`src/rtl/inj_trig_sequencer_if.sv`:
```
// Bus-side signal bundle of the injection/trigger sequencer.
// The master side (configuration, command encoder and FIFO status) drives the
// request and status inputs; the sequencer (slave) drives the pulses and flags.
interface inj_trig_sequencer_if #(
    parameter int CNT_WIDTH = 16
);
    logic                 START;
    logic                 ABORT;
    logic [CNT_WIDTH-1:0] CFG_REPEAT;
    logic [CNT_WIDTH-1:0] CFG_TRIG_DELAY;
    logic [CNT_WIDTH-1:0] CFG_GAP;
    logic [CNT_WIDTH-1:0] CFG_TIMEOUT;
    logic                 CMD_BUSY;
    logic                 FIFO_NEAR_FULL;

    logic                 INJ_START;
    logic                 TRIG_START;
    logic                 BUSY;
    logic                 DONE;
    logic                 TIMEOUT_ERR;
    logic [CNT_WIDTH-1:0] INJ_COUNT;

    modport master (
        output START, ABORT, CFG_REPEAT, CFG_TRIG_DELAY, CFG_GAP, CFG_TIMEOUT,
               CMD_BUSY, FIFO_NEAR_FULL,
        input  INJ_START, TRIG_START, BUSY, DONE, TIMEOUT_ERR, INJ_COUNT
    );

    modport slave (
        input  START, ABORT, CFG_REPEAT, CFG_TRIG_DELAY, CFG_GAP, CFG_TIMEOUT,
               CMD_BUSY, FIFO_NEAR_FULL,
        output INJ_START, TRIG_START, BUSY, DONE, TIMEOUT_ERR, INJ_COUNT
    );
endinterface

```
`src/rtl/inj_trig_sequencer.sv`:
```
// Injection scan sequencer: pulses the injection pulser, waits a programmable
// delay, pulses the command encoder start, waits for the encoder to finish,
// idles for a gap and repeats. Throttles between injections while the
// downstream FIFOs report near-full. Single clock domain (BUS_CLK).
module inj_trig_sequencer #(
    parameter int CNT_WIDTH = 16
) (
    input  logic                  BUS_CLK,
    input  logic                  BUS_RST,
    inj_trig_sequencer_if.slave   bus
);

    typedef enum logic [2:0] {
        S_IDLE,
        S_INJ,
        S_TRIG_DLY,
        S_TRIG,
        S_CMD_WAIT,
        S_GAP,
        S_THROTTLE
    } state_t;

    localparam logic [CNT_WIDTH-1:0] ONE = CNT_WIDTH'(1);

    state_t               state_q;

    // Configuration captured at START so a run is immune to later CFG changes.
    logic [CNT_WIDTH-1:0] rep_q;
    logic [CNT_WIDTH-1:0] dly_q;
    logic [CNT_WIDTH-1:0] gap_q;
    logic [CNT_WIDTH-1:0] tmo_q;

    logic [CNT_WIDTH-1:0] dly_cnt_q;
    logic [CNT_WIDTH-1:0] gap_cnt_q;
    logic [CNT_WIDTH-1:0] tmo_cnt_q;
    logic [CNT_WIDTH-1:0] inj_count_q;
    logic                 seen_busy_q;

    logic                 inj_start_q;
    logic                 trig_start_q;
    logic                 busy_q;
    logic                 done_q;
    logic                 timeout_err_q;

    logic [CNT_WIDTH-1:0] inj_count_d;
    logic [CNT_WIDTH-1:0] tmo_cnt_d;
    logic                 run_done;

    assign inj_count_d = inj_count_q + ONE;
    assign tmo_cnt_d   = tmo_cnt_q + ONE;
    // A finite run ends once the number of issued injections matches the target.
    assign run_done    = (rep_q != '0) && (inj_count_q == rep_q);

    // Sequencer FSM with registered pulse/flag outputs; ABORT overrides every state.
    always_ff @(posedge BUS_CLK or posedge BUS_RST) begin
        if (BUS_RST) begin
            state_q       <= S_IDLE;
            rep_q         <= '0;
            dly_q         <= '0;
            gap_q         <= '0;
            tmo_q         <= '0;
            dly_cnt_q     <= '0;
            gap_cnt_q     <= '0;
            tmo_cnt_q     <= '0;
            inj_count_q   <= '0;
            seen_busy_q   <= 1'b0;
            inj_start_q   <= 1'b0;
            trig_start_q  <= 1'b0;
            busy_q        <= 1'b0;
            done_q        <= 1'b0;
            timeout_err_q <= 1'b0;
        end else begin
            // NOTE: non-blocking assignments throughout, so every branch sees the
            // pre-edge register values and the pulse defaults below are simply
            // overridden by whichever branch raises a pulse.
            inj_start_q  <= 1'b0;
            trig_start_q <= 1'b0;
            done_q       <= 1'b0;

            if (bus.ABORT) begin
                state_q <= S_IDLE;
                busy_q  <= 1'b0;
            end else begin
                unique case (state_q)
                    S_IDLE: begin
                        if (bus.START) begin
                            rep_q         <= bus.CFG_REPEAT;
                            dly_q         <= bus.CFG_TRIG_DELAY;
                            gap_q         <= bus.CFG_GAP;
                            tmo_q         <= bus.CFG_TIMEOUT;
                            timeout_err_q <= 1'b0;
                            // Count restarts at zero and the first injection is issued now.
                            inj_count_q   <= ONE;
                            inj_start_q   <= 1'b1;
                            busy_q        <= 1'b1;
                            state_q       <= S_INJ;
                        end
                    end

                    S_INJ: begin
                        // A zero delay skips the delay state so TRIG follows INJ directly.
                        if (dly_q == '0) begin
                            trig_start_q <= 1'b1;
                            state_q      <= S_TRIG;
                        end else begin
                            dly_cnt_q <= dly_q - ONE;
                            state_q   <= S_TRIG_DLY;
                        end
                    end

                    S_TRIG_DLY: begin
                        if (dly_cnt_q == '0) begin
                            trig_start_q <= 1'b1;
                            state_q      <= S_TRIG;
                        end else begin
                            dly_cnt_q <= dly_cnt_q - ONE;
                        end
                    end

                    S_TRIG: begin
                        seen_busy_q <= 1'b0;
                        tmo_cnt_q   <= '0;
                        state_q     <= S_CMD_WAIT;
                    end

                    S_CMD_WAIT: begin
                        // The encoder must be seen busy first, so a slow busy
                        // assertion is not mistaken for completion.
                        if (seen_busy_q && !bus.CMD_BUSY) begin
                            gap_cnt_q <= gap_q;
                            state_q   <= S_GAP;
                        end else if ((tmo_q != '0) && (tmo_cnt_d == tmo_q)) begin
                            timeout_err_q <= 1'b1;
                            busy_q        <= 1'b0;
                            state_q       <= S_IDLE;
                        end else begin
                            seen_busy_q <= seen_busy_q | bus.CMD_BUSY;
                            tmo_cnt_q   <= tmo_cnt_d;
                        end
                    end

                    S_GAP: begin
                        // Gap of 0 or 1 both give a single cycle here.
                        if (gap_cnt_q > ONE) begin
                            gap_cnt_q <= gap_cnt_q - ONE;
                        end else if (run_done) begin
                            done_q  <= 1'b1;
                            busy_q  <= 1'b0;
                            state_q <= S_IDLE;
                        end else if (bus.FIFO_NEAR_FULL) begin
                            state_q <= S_THROTTLE;
                        end else begin
                            inj_count_q <= inj_count_d;
                            inj_start_q <= 1'b1;
                            state_q     <= S_INJ;
                        end
                    end

                    S_THROTTLE: begin
                        if (!bus.FIFO_NEAR_FULL) begin
                            inj_count_q <= inj_count_d;
                            inj_start_q <= 1'b1;
                            state_q     <= S_INJ;
                        end
                    end

                    default: begin
                        busy_q  <= 1'b0;
                        state_q <= S_IDLE;
                    end
                endcase
            end
        end
    end

    assign bus.INJ_START   = inj_start_q;
    assign bus.TRIG_START  = trig_start_q;
    assign bus.BUSY        = busy_q;
    assign bus.DONE        = done_q;
    assign bus.TIMEOUT_ERR = timeout_err_q;
    assign bus.INJ_COUNT   = inj_count_q;

endmodule

```
`src/flat_wrapper.sv`:
```
// flat-port wrapper written by rule: the top's interface ports become plain ports
module inj_trig_sequencer_flat 
#(
    parameter int CNT_WIDTH = 16
)
  (BUS_CLK, BUS_RST, bus_START, bus_ABORT, bus_CFG_REPEAT, bus_CFG_TRIG_DELAY, bus_CFG_GAP, bus_CFG_TIMEOUT, bus_CMD_BUSY, bus_FIFO_NEAR_FULL, bus_INJ_START, bus_TRIG_START, bus_BUSY, bus_DONE, bus_TIMEOUT_ERR, bus_INJ_COUNT);
  inj_trig_sequencer_if #(.CNT_WIDTH(CNT_WIDTH)) bus_i ();
  input  logic BUS_CLK;
  input  logic BUS_RST;
  input wire logic [$bits(bus_i.START)-1:0] bus_START;
  input wire logic [$bits(bus_i.ABORT)-1:0] bus_ABORT;
  input wire logic [$bits(bus_i.CFG_REPEAT)-1:0] bus_CFG_REPEAT;
  input wire logic [$bits(bus_i.CFG_TRIG_DELAY)-1:0] bus_CFG_TRIG_DELAY;
  input wire logic [$bits(bus_i.CFG_GAP)-1:0] bus_CFG_GAP;
  input wire logic [$bits(bus_i.CFG_TIMEOUT)-1:0] bus_CFG_TIMEOUT;
  input wire logic [$bits(bus_i.CMD_BUSY)-1:0] bus_CMD_BUSY;
  input wire logic [$bits(bus_i.FIFO_NEAR_FULL)-1:0] bus_FIFO_NEAR_FULL;
  output wire logic [$bits(bus_i.INJ_START)-1:0] bus_INJ_START;
  output wire logic [$bits(bus_i.TRIG_START)-1:0] bus_TRIG_START;
  output wire logic [$bits(bus_i.BUSY)-1:0] bus_BUSY;
  output wire logic [$bits(bus_i.DONE)-1:0] bus_DONE;
  output wire logic [$bits(bus_i.TIMEOUT_ERR)-1:0] bus_TIMEOUT_ERR;
  output wire logic [$bits(bus_i.INJ_COUNT)-1:0] bus_INJ_COUNT;
  assign bus_i.START = bus_START;
  assign bus_i.ABORT = bus_ABORT;
  assign bus_i.CFG_REPEAT = bus_CFG_REPEAT;
  assign bus_i.CFG_TRIG_DELAY = bus_CFG_TRIG_DELAY;
  assign bus_i.CFG_GAP = bus_CFG_GAP;
  assign bus_i.CFG_TIMEOUT = bus_CFG_TIMEOUT;
  assign bus_i.CMD_BUSY = bus_CMD_BUSY;
  assign bus_i.FIFO_NEAR_FULL = bus_FIFO_NEAR_FULL;
  assign bus_INJ_START = bus_i.INJ_START;
  assign bus_TRIG_START = bus_i.TRIG_START;
  assign bus_BUSY = bus_i.BUSY;
  assign bus_DONE = bus_i.DONE;
  assign bus_TIMEOUT_ERR = bus_i.TIMEOUT_ERR;
  assign bus_INJ_COUNT = bus_i.INJ_COUNT;
  inj_trig_sequencer #(.CNT_WIDTH(CNT_WIDTH)) u_core (.BUS_CLK(BUS_CLK), .BUS_RST(BUS_RST), .bus(bus_i));
endmodule
```
`config.mk`:
```
export PLATFORM = sky130hd
export DESIGN_NAME = inj_trig_sequencer_flat
export DESIGN_NICKNAME = d
export VERILOG_FILES = /design/src/rtl/inj_trig_sequencer_if.sv /design/src/rtl/inj_trig_sequencer.sv /design/src/flat_wrapper.sv
export SDC_FILE = /design/constraint.sdc
export NUM_CORES = 1
export LEC_CHECK = 0
export ABC_AREA = 1
export CAP_MARGIN = 20
export CORE_ASPECT_RATIO = 0.7
export CORE_MARGIN = 2
export CORE_UTILIZATION = 45
export DETAILED_ROUTE_END_ITERATION = 12
export PLACE_DENSITY = 0.75
export SYNTH_ARGS = -nofsm -noshare
export SYNTH_HDL_FRONTEND = slang
export SYNTH_SLANG_ARGS = --single-unit
```
`constraint.sdc`:
```
create_clock -name BUS_CLK -period 6.65 [get_ports BUS_CLK]
set_clock_uncertainty 0.1 [all_clocks]
set_input_delay 0.9975 -clock BUS_CLK [delete_from_list [all_inputs] [get_ports BUS_CLK]]
set_output_delay 0.9975 -clock BUS_CLK [all_outputs]
set_load 0.02 [all_outputs]
```
==> results.sh, run 1 <==
export IMPL_status="finished, final reports clean"
export IMPL_grt_overflow=0
export IMPL_drt_pass1_iterations=8
export IMPL_yosys_area_top_type="dfrtp_1"
export IMPL_fillers=1681
export IMPL_finalCritPeriodShare_pct=62.44
export IMPL_io_pins=91
export IMPL_synth_edf_count=0
export IMPL_area_delta_synth_final_pct=20.07
export IMPL_critPathLaunchType="flop"
export IMPL_syn_inst=1118
export IMPL_power_density_mw_per_mm2=380.3
export IMPL_fmax_mhz=240.8
export IMPL_ant_nets=0
export IMPL_async_reset_ff_share_pct=100.0
export IMPL_nets=1271
export IMPL_fin_tns_setup_ns=0
export IMPL_drive_gt1_share_pct=6.286
export IMPL_slowest_stage="nor2_4"
export IMPL_io_buffers=90
export IMPL_fin_crit_ns=4.152
export IMPL_cts_root_buf="clkbuf_16"
export IMPL_cp_data_arrival_time_ns=4.35
export IMPL_vdd_drop_max_v=0.0002106
export IMPL_synth_main_ff_cell="dfrtp_1"
export IMPL_grt_pass1_vias=7037
export IMPL_design_core_area_mm2=0.01785
export IMPL_grt_first_pass_wirelength_um=35080
export IMPL_gp_congestion=0.9149
export IMPL_worstMarginPinSlew_ns=0.9124
export IMPL_dp_cells=1412
export IMPL_utilization_pct=54.54
export IMPL_crit_type="flop to flop"
export IMPL_antennaDiodeCount=0
export IMPL_slew_limit_headroom_pct=39.03
export IMPL_layout_commonest_cell="nand2_1"
export IMPL_yosysTopAreaCellShare_pct=42.28
export IMPL_drcViolationCount=0
export IMPL_mostFrequentLayoutCells="nand2_1 (351), dfrtp_1 (137), inv_1 (124)"
export IMPL_synth_seq_cells=137
export IMPL_path_clk_slew_ns=0.06
export IMPL_netlist_area_mm2=0.008109
export IMPL_cpPeakStageDelay_ns=0.68
export IMPL_power_leakage_uw=0.004544
export IMPL_cts_resized=0
export IMPL_ys_seq_area_share_pct=42.28
export IMPL_antenna_found_initial=0
export IMPL_cts_tree="done"
export IMPL_initial_utilization_pct=45.42
export IMPL_grt_setup_unrepaired="false"
export IMPL_dieArea_mm2=0.01913
export IMPL_postCtsHoldBufs=0
export IMPL_end_kind="flop"
export IMPL_wl_um=21120
export IMPL_dieWidth_um=164.4
export IMPL_setup_viol=0
export IMPL_syn_area_per_cell_um2=7.253
export IMPL_cts_htree_levels=4
export IMPL_rows=41
export IMPL_grt_start_max_net_pins=97
export IMPL_cts_made_buffers=17
export IMPL_vias=7585
export IMPL_die_y_um=116.3
export IMPL_dp_hpwl_um=14810
export IMPL_clkLatencyLatePin_ns=0.43
export IMPL_cts_sinks=137
export IMPL_wire_per_inst_um=14.61
export IMPL_hold_path_class="flop to flop"
export IMPL_cp_required_ns=6.85
export IMPL_synth_cell_types=45
export IMPL_vias_per_cell=5.249
export IMPL_stdcell_count=1445
export IMPL_cts_setup_buffers=0
export IMPL_synth_nets=1193
export IMPL_max_cap_viol_count=0
export IMPL_path_cells="nand2_1, nor2_4, inv_2, nand2_2, o21ai_0, nor3_1, nand2_1, nor2_4, buf_16, buf_4, o21ai_0"
export IMPL_drv_slew=0
export IMPL_yosysWarnings=0
export IMPL_crit_path_max_fanout=31
export IMPL_finalHoldViolCount=0
export IMPL_track_usage_pct=23.18
export IMPL_synth_area_leaders="dfrtp_1 (42%), nand2_1 (16%), inv_1 (5.8%)"
export IMPL_cts_buffer_depth=2
export IMPL_hold_ws_ns=0.3678
export IMPL_initialDrtViolationCount=782
-- worst max-delay path, delay by kind of cell (launching register included) --
| kind | cells | cell delay [ns] |
|---|---|---|
| buffers and inverters | 3 | 0.88 |
| AO/OA/AOI/OAI | 2 | 0.25 |
| AND/OR/NAND/NOR | 6 | 2.27 |
| flip-flops | 1 | 0.50 |
-- cell families after synthesis --
family                     Yosys count  synth area share, %
and+or+nand+nor                    600                32.02
DFF                                137                42.28
buffers and inverters              172                9.181
muxes                                1               0.1234
AOI/OAI and AO/OA                  159                10.88
xor gates and xnor gates            44                4.752
adders and majority gates            5               0.7715
-- final cells by class --
cell class              count  area (µm²)  area share [%]
clock buffers              19       452.9           4.652
clock inverters            13       141.4           1.452
inverters                 135       511.7           5.256
multi-input cells         809        3941           40.48
flip-flops and latches    137        3428           35.21
well taps                 236       295.3           3.033
repair buffers             96       965.9           9.920
-- final timing paths --
check / slack (ns) / endpoint / from / depth (start not counted)
max: 2.50 / u_core.tmo_q[4]$_DFFE_PP0P_ / u_core.state_q[2]$_DFFE_PP0P_ / 11
min: 0.37 / u_core.gap_q[5]$_DFFE_PP0P_ / u_core.gap_q[5]$_DFFE_PP0P_ / 2
max reg2reg: 2.50 / u_core.tmo_q[4]$_DFFE_PP0P_ / u_core.state_q[2]$_DFFE_PP0P_ / 11
min reg2reg: 0.37 / u_core.gap_q[5]$_DFFE_PP0P_ / u_core.gap_q[5]$_DFFE_PP0P_ / 2
max in group asynchronous: 4.36 / u_core.gap_cnt_q[15]$_DFFE_PP0P_ / BUS_RST / 3
min in group asynchronous: 1.02 / u_core.bus.INJ_COUNT[7]$_DFFE_PP0P_ / BUS_RST / 2
-- cell usage after synthesis, types with 2 or more instances --
library cell / instances
o21a_1: 2
dfrtp_1: 137
xnor2_1: 14
nand2_2: 6
nor2_4: 3
buf_2: 4
nor2_1: 88
xor2_1: 30
o21ai_0: 61
ha_1: 5
buf_6: 10
nor3_1: 17
nand2_1: 351
o22ai_1: 2
inv_1: 125
inv_2: 9
o21ai_1: 49
nand3_1: 83
nand2_4: 2
a21oi_1: 21
nor2_2: 9
clkbuf_1: 18
buf_4: 5
o31ai_1: 11
nand3_2: 3
a2bb2oi_1: 2
nor4_1: 9
nand4_1: 24
a22o_1: 2
-- routing by layer --
layer | wire [µm] | vias up | track usage, %
li1 | - | 3757 | -
met1 | 10400 | 3514 | 35.42
met2 | 9010 | 287 | 33.47
met3 | 1477 | 27 | 4.759
met4 | 225 | 0 | 5.913
met5 | 0 | - | 0
-- metrics by stage --
stage / power, µW / instance area, µm² / worst slack, ns
global route: 4006 / 9737 / 2.026
floorplan: 2394 / 8109 / 1.885
CTS: 3690 / 9709 / 2.279
global placement: 2672 / 9115 / 2.334
detailed placement: 2716 / 9115 / 2.170
finish: 3703 / 9737 / 2.498
-- report_power, final --
part           switching [µW]  internal (µW)
clock                     382            574
sequential                219           1130
combinational             897            502
-- sequential cells by signal (all words and copies together) (netlist names) --
register,flops
u_core.gap_cnt_q,16
u_core.tmo_q,16
u_core.bus.DONE,1
u_core.tmo_cnt_q,16
u_core.dly_q,16
u_core.dly_cnt_q,16
u_core.bus.INJ_COUNT,16
u_core.state_q,3
u_core.bus.TIMEOUT_ERR,1
u_core.rep_q,16
u_core.bus.BUSY,1
u_core.gap_q,16
u_core.bus.INJ_START,1
u_core.seen_busy_q,1
u_core.bus.TRIG_START,1
(Power assumes the default switching activity.)
==> run 2: changes to the inputs <==
==> constraint.sdc (replaced) <==
create_clock -name BUS_CLK -period 4.25 [get_ports BUS_CLK]
set_clock_uncertainty 0.1 [all_clocks]
set_input_delay 0.6375 -clock BUS_CLK [delete_from_list [all_inputs] [get_ports BUS_CLK]]
set_output_delay 0.6375 -clock BUS_CLK [all_outputs]
set_load 0.02 [all_outputs]
==> run 2 against run 1 <==
Worst setup slack worse by 1.4 ns. Via count is 0.96% lower. Utilization grew 0.41 points. First-iteration DRC count decreased by 9.3%. Global-route usage fell by 1.0 points. Sequential share of layout area is 0.26 points lower. Combinational power increased by 55%. Clock power grew 76%. Total power increased by 61%. Non-clock buffer count grew 1. Critical path depth is 1 lower. Worst hold slack gained 0.015 ns. Critical path type unchanged. Largest power group unchanged. Highest routed layer unchanged.
==> results.sh, run 2 (synthesis gave the netlist of run 1 again) <==
export IMPL_power_density_mw_per_mm2=606.9
export IMPL_power_share_switching_pct=39.30
export IMPL_dp_hpwl_um=14710
export IMPL_path_cells="nand2_1, nor2_4, inv_2, nand2_2, o21ai_0, nor3_1, nand2_1, nor2_4, buf_4, o21ai_0"
export IMPL_io_pins=91
export IMPL_antennaDiodeCount=0
export IMPL_grt_overflow=0
export IMPL_cts_root_buf="clkbuf_16"
export IMPL_cts_tree="done"
export IMPL_cts_htree_levels=4
export IMPL_antenna_found_initial=0
export IMPL_utilization_pct=54.96
export IMPL_pwr_share_clk_pct=28.2
export IMPL_drive_gt1_share_pct=6.364
export IMPL_p_seq_share_pct=35.4
export IMPL_path_clk_slew_ns=0.06
export IMPL_cp_data_arrival_time_ns=3.31
export IMPL_nets=1272
export IMPL_combPwrFrac_pct=36.5
export IMPL_wl_um=20410
export IMPL_initial_utilization_pct=45.42
export IMPL_cp_required_ns=4.43
export IMPL_fin_crit_ns=3.134
export IMPL_dpl_worst_slack_ns=1.137
export IMPL_cts_buffer_depth=2
export IMPL_critPathLaunchType="flop"
export IMPL_status="finished, final reports clean"
export IMPL_switchingPower_uw=2340
export IMPL_drcViolationCount=0
export IMPL_end_kind="flop"
export IMPL_fin_ws_ns=1.116
export IMPL_hold_path_class="flop to flop"
export IMPL_cts_setup_buffers=0
export IMPL_cts_sinks=137
export IMPL_wire_per_inst_um=14.12
export IMPL_layout_commonest_cell="nand2_1"
export IMPL_fillers=1634
export IMPL_initialDrtViolationCount=709
export IMPL_grt_start_max_net_pins=83
export IMPL_die_y_um=116.3
export IMPL_worstMarginPinSlew_ns=0.5865
export IMPL_dieWidth_um=164.4
export IMPL_postCtsHoldBufs=0
export IMPL_grt_pass1_vias=6984
export IMPL_cpPeakStageDelay_ns=0.49
export IMPL_grt_first_pass_wirelength_um=33680
export IMPL_drt_pass1_iterations=5
export IMPL_ant_nets=0
export IMPL_area_delta_synth_final_pct=20.98
export IMPL_vdd_drop_max_v=0.0003575
export IMPL_io_buffers=90
export IMPL_crit_path_max_fanout=55
export IMPL_fin_tns_setup_ns=0
export IMPL_grt_setup_unrepaired="false"
export IMPL_dieArea_mm2=0.01913
export IMPL_track_usage_pct=22.16
export IMPL_cts_resized=0
export IMPL_cts_made_buffers=17
export IMPL_design_core_area_mm2=0.01785
export IMPL_clkLatencyLatePin_ns=0.44
export IMPL_slew_limit_headroom_pct=60.86
export IMPL_power_leakage_uw=0.004571
export IMPL_gp_congestion=0.9415
export IMPL_drv_slew=0
export IMPL_vias=7512
export IMPL_crit_type="flop to flop"
export IMPL_fmax_mhz=319.1
export IMPL_finalCritPeriodShare_pct=73.75
export IMPL_setup_viol=0
export IMPL_vias_per_cell=5.195
export IMPL_mostFrequentLayoutCells="nand2_1 (351), dfrtp_1 (137), inv_1 (124)"
export IMPL_max_cap_viol_count=0
export IMPL_internal_power_uw=3614
export IMPL_rows=41
export IMPL_finalHoldViolCount=0
export IMPL_slowest_stage="buf_4"
==> run 2: changes by cell type in the layout (fill, tap and decap cells not counted) <==
cell / before / now
clkinv_4: 2 / 4
inv_6: 4 / 1
clkinv_2: 3 / 0
buf_16: 1 / 0
bufinv_16: 2 / 5
buf_12: 0 / 1
buf_4: 5 / 6
clkinvlp_4: 3 / 4
==> run 2: path summary, 6_finish.rpt <==
| path | slack (ns) | start | endpoint | cells after the start |
|---|---|---|---|---|
| max | 1.12 | u_core.state_q[2]$_DFFE_PP0P_ | u_core.tmo_q[4]$_DFFE_PP0P_ | 10 |
| min | 0.38 | u_core.gap_q[4]$_DFFE_PP0P_ | u_core.gap_q[4]$_DFFE_PP0P_ | 2 |
| max reg2reg | 1.12 | u_core.state_q[2]$_DFFE_PP0P_ | u_core.tmo_q[4]$_DFFE_PP0P_ | 10 |
| min reg2reg | 0.38 | u_core.gap_q[4]$_DFFE_PP0P_ | u_core.gap_q[4]$_DFFE_PP0P_ | 2 |
| max in group asynchronous | 2.73 | BUS_RST | u_core.tmo_q[3]$_DFFE_PP0P_ | 3 |
| min in group asynchronous | 0.50 | BUS_RST | u_core.bus.INJ_COUNT[2]$_DFFE_PP0P_ | 2 |
==> run 2: worst max-delay path, delay by kind of cell, from the launching register on <==
family / cells / cell delay (ns)
buffers and inverters: 2 / 0.79
and+or+nand+nor: 6 / 1.30
AOI/OAI and AO/OA: 2 / 0.28
DFF: 1 / 0.47
==> run 2: layer usage <==
| metal | global-route usage [%] | share of wire, % | routed length, µm | vias to the layer above |
|---|---|---|---|---|
| met4 | 7.594 | 1.8 | 376 | 0 |
| met2 | 33.33 | 43 | 8843 | 218 |
| met5 | 0 | 0 | 0 | - |
| li1 | - | - | - | 3749 |
| met3 | 4.261 | 5.4 | 1108 | 29 |
| met1 | 32.14 | 49 | 10080 | 3516 |
==> run 2: layout make-up <==
class / instances / area [µm²] / area share [%]
clock buffers: 19 / 452.9 / 4.617
clock inverters: 13 / 216.5 / 2.206
inverters: 135 / 510.5 / 5.203
multi-input cells: 809 / 3941 / 40.17
flip-flops and latches: 137 / 3428 / 34.94
well taps: 236 / 295.3 / 3.010
repair buffers: 97 / 965.9 / 9.846
==> run 2: metrics by stage <==
| stage | cells | hold WS [ns] | cell area [µm²] | total power (µW) |
|---|---|---|---|---|
| 2_1_floorplan | 1118 | 0.3367 | 8113 | 3747 |
| 3_3_place_gp | 1414 | 0.3599 | 9141 | 4188 |
| 3_5_place_dp | 1414 | 0.3702 | 9141 | 4260 |
| 4_1_cts | 1446 | 0.3860 | 9811 | 5961 |
| 5_1_grt | 1446 | 0.3986 | 9811 | 6398 |
| 6_report | 1446 | 0.3826 | 9811 | 5954 |
==> run 2: power by group through the flow <==
stage | Combinational, µW | Sequential, µW | Clock [µW]
floorplan | 1720 | 2030 | 0
global placement | 2080 | 2110 | 0
detailed placement | 2150 | 2110 | 0
CTS | 2170 | 2100 | 1690
global route | 2480 | 2170 | 1750
finish | 2170 | 2110 | 1680
==> run 3: changes to the inputs <==
==> constraint.sdc (replaced) <==
create_clock -name BUS_CLK -period 3.3 [get_ports BUS_CLK]
set_clock_uncertainty 0.1 [all_clocks]
set_input_delay 0.495 -clock BUS_CLK [delete_from_list [all_inputs] [get_ports BUS_CLK]]
set_output_delay 0.495 -clock BUS_CLK [all_outputs]
set_load 0.02 [all_outputs]
==> run 3 against run 2 <==
Worst setup slack got worse by 0.59 ns. Via count is 1.4% higher. Largest cell class unchanged. Critical path type unchanged. Highest routed layer unchanged. Clock power is 26% higher. Cell count up 0.28%. Global-route usage fell by 0.077 points. Utilization up 0.31 points. Worst hold slack worse by 0.0054 ns. Sequential cell count did not move.
==> results.sh, run 3 (synthesis gave the netlist of run 1 again) <==
export IMPL_ant_nets=0
export IMPL_cpPeakStageDelay_ns=0.48
export IMPL_layout_commonest_cell="nand2_1"
export IMPL_fin_crit_ns=2.778
export IMPL_cts_sinks=137
export IMPL_antenna_found_initial=0
export IMPL_power_leakage_uw=0.004615
export IMPL_critPathLaunchType="flop"
export IMPL_io_pins=91
export IMPL_cts_htree_levels=4
export IMPL_multi_input_comb_area_mm2=0.003941
export IMPL_vias=7616
export IMPL_status="finished, final reports clean"
export IMPL_regArea_mm2=0.003428
export IMPL_fin_ws_ns=0.5218
export IMPL_crit_path_max_fanout=18
export IMPL_postCtsHoldBufs=0
export IMPL_cts_resized=0
export IMPL_cts_made_buffers=17
export IMPL_setup_viol=0
export IMPL_dpl_worst_slack_ns=0.5936
export IMPL_mostFrequentLayoutCells="nand2_1 (351), dfrtp_1 (137), inv_1 (124)"
export IMPL_max_cap_viol_count=0
export IMPL_cp_data_arrival_time_ns=3.04
export IMPL_drv_slew=0
export IMPL_antennaDiodeCount=0
export IMPL_dp_hpwl_um=15010
export IMPL_grt_setup_unrepaired="false"
export IMPL_initialDrtViolationCount=750
export IMPL_cts_buffer_depth=2
export IMPL_drcViolationCount=0
export IMPL_slowest_stage="nor2_2"
export IMPL_stdcell_count=1450
export IMPL_power_density_mw_per_mm2=776.3
export IMPL_track_usage_pct=22.08
export IMPL_path_common_cell="nand2_1"
export IMPL_path_cells="inv_1, nor2_2, nand2_2, o21ai_1, nand3_1, nand2_1, nand3_2, o21ai_4, nand2_4, nand2_4, nand2_1, nand2_1"
export IMPL_rows=41
export IMPL_area_delta_synth_final_pct=21.66
export IMPL_fillers=1684
export IMPL_design_core_area_mm2=0.01785
export IMPL_vias_per_cell=5.252
export IMPL_path_delay_family="simple AND/OR/NAND/NOR gates"
export IMPL_slew_limit_headroom_pct=49.09
export IMPL_dieArea_mm2=0.01913
export IMPL_dp_cells=1419
export IMPL_nets=1277
export IMPL_worstMarginPinSlew_ns=0.7620
export IMPL_utilization_pct=55.26
export IMPL_hold_path_class="flop to flop"
export IMPL_vdd_drop_max_v=0.0004068
export IMPL_die_y_um=116.3
export IMPL_cts_tree="done"
export IMPL_drive_gt1_share_pct=6.672
export IMPL_fmax_mhz=360.0
export IMPL_finalHoldViolCount=0
export IMPL_fin_tns_setup_ns=0
export IMPL_grt_pass1_vias=6864
export IMPL_drt_pass1_iterations=7
export IMPL_wl_um=20500
export IMPL_clkLatencyLatePin_ns=0.42
export IMPL_grt_overflow=0
export IMPL_cts_root_buf="clkbuf_16"
export IMPL_dieWidth_um=164.4
export IMPL_path_buf_inv=1
export IMPL_grt_start_max_net_pins=65
export IMPL_finalCritPeriodShare_pct=84.19
export IMPL_gp_congestion=0.9044
export IMPL_path_clk_slew_ns=0.06
export IMPL_wire_per_inst_um=14.14
export IMPL_cts_setup_buffers=0
export IMPL_crit_type="flop to flop"
export IMPL_p_total_uw=7659
export IMPL_grt_first_pass_wirelength_um=33440
export IMPL_end_kind="flop"
export IMPL_initial_utilization_pct=45.42
export IMPL_cp_required_ns=3.56
export IMPL_io_buffers=90
run 3: cell types whose count changed in the layout (fill, tap and decap cells not counted), sizes merged:
cell and change:
clkinvlp -3, buf +5, clkinv +2
run 3: final cells by class:
type / instances / area share, %
inverters: 135 / 5.174
clock buffers: 19 / 4.591
multi-input cells: 809 / 39.95
clock inverters: 12 / 1.991
repair buffers: 102 / 10.55
flip-flops and latches: 137 / 34.75
well taps: 236 / 2.993
run 3: worst reg2reg max path: cells and delay by family, from the launching register on:
| family | cells | cell delay [ns] |
|---|---|---|
| AOI/OAI and AO/OA | 2 | 0.46 |
| buffers and inverters | 1 | 0.10 |
| DFF | 1 | 0.44 |
| and+or+nand+nor | 9 | 1.61 |
run 3: path summary, 6_finish.rpt:
| check | start | end | slack [ns] | cells past startpoint |
|---|---|---|---|---|
| max reg2reg | u_core.tmo_cnt_q[0]$_DFFE_PP0P_ | u_core.tmo_cnt_q[15]$_DFFE_PP0P_ | 0.52 | 12 |
| min in group asynchronous | BUS_RST | u_core.bus.INJ_COUNT[6]$_DFFE_PP0P_ | 0.45 | 2 |
| min | u_core.gap_q[5]$_DFFE_PP0P_ | u_core.gap_q[5]$_DFFE_PP0P_ | 0.38 | 2 |
| max | u_core.tmo_cnt_q[0]$_DFFE_PP0P_ | u_core.tmo_cnt_q[15]$_DFFE_PP0P_ | 0.52 | 12 |
| max in group asynchronous | BUS_RST | u_core.gap_q[2]$_DFFE_PP0P_ | 1.99 | 3 |
| min reg2reg | u_core.gap_q[5]$_DFFE_PP0P_ | u_core.gap_q[5]$_DFFE_PP0P_ | 0.38 | 2 |
run 3: per-layer routing:
| layer | part of all wire (%) | vias up | GRT usage (%) | routed length (µm) |
|---|---|---|---|---|
| met1 | 48 | 3554 | 32.90 | 9931 |
| met5 | 0 | - | 0 | 0 |
| met3 | 7.6 | 23 | 4.332 | 1551 |
| met4 | 1.3 | 0 | 6.551 | 263 |
| li1 | - | 3787 | - | - |
| met2 | 43 | 252 | 32.58 | 8756 |
run 3: metrics by stage:
step | hold WS, ns | instance area, µm²
after floorplan | 0.3367 | 8113
after CTS | 0.3768 | 9866
final | 0.3772 | 9866
after global routing | 0.3976 | 9866
after detailed placement | 0.3618 | 9216
after global placement | 0.3555 | 9216
run 3: where the power goes:
part	switching [µW]	internal (µW)	total, µW
logic	1810	1020	2830
clock network	741	1380	2120
registers	439	2280	2710
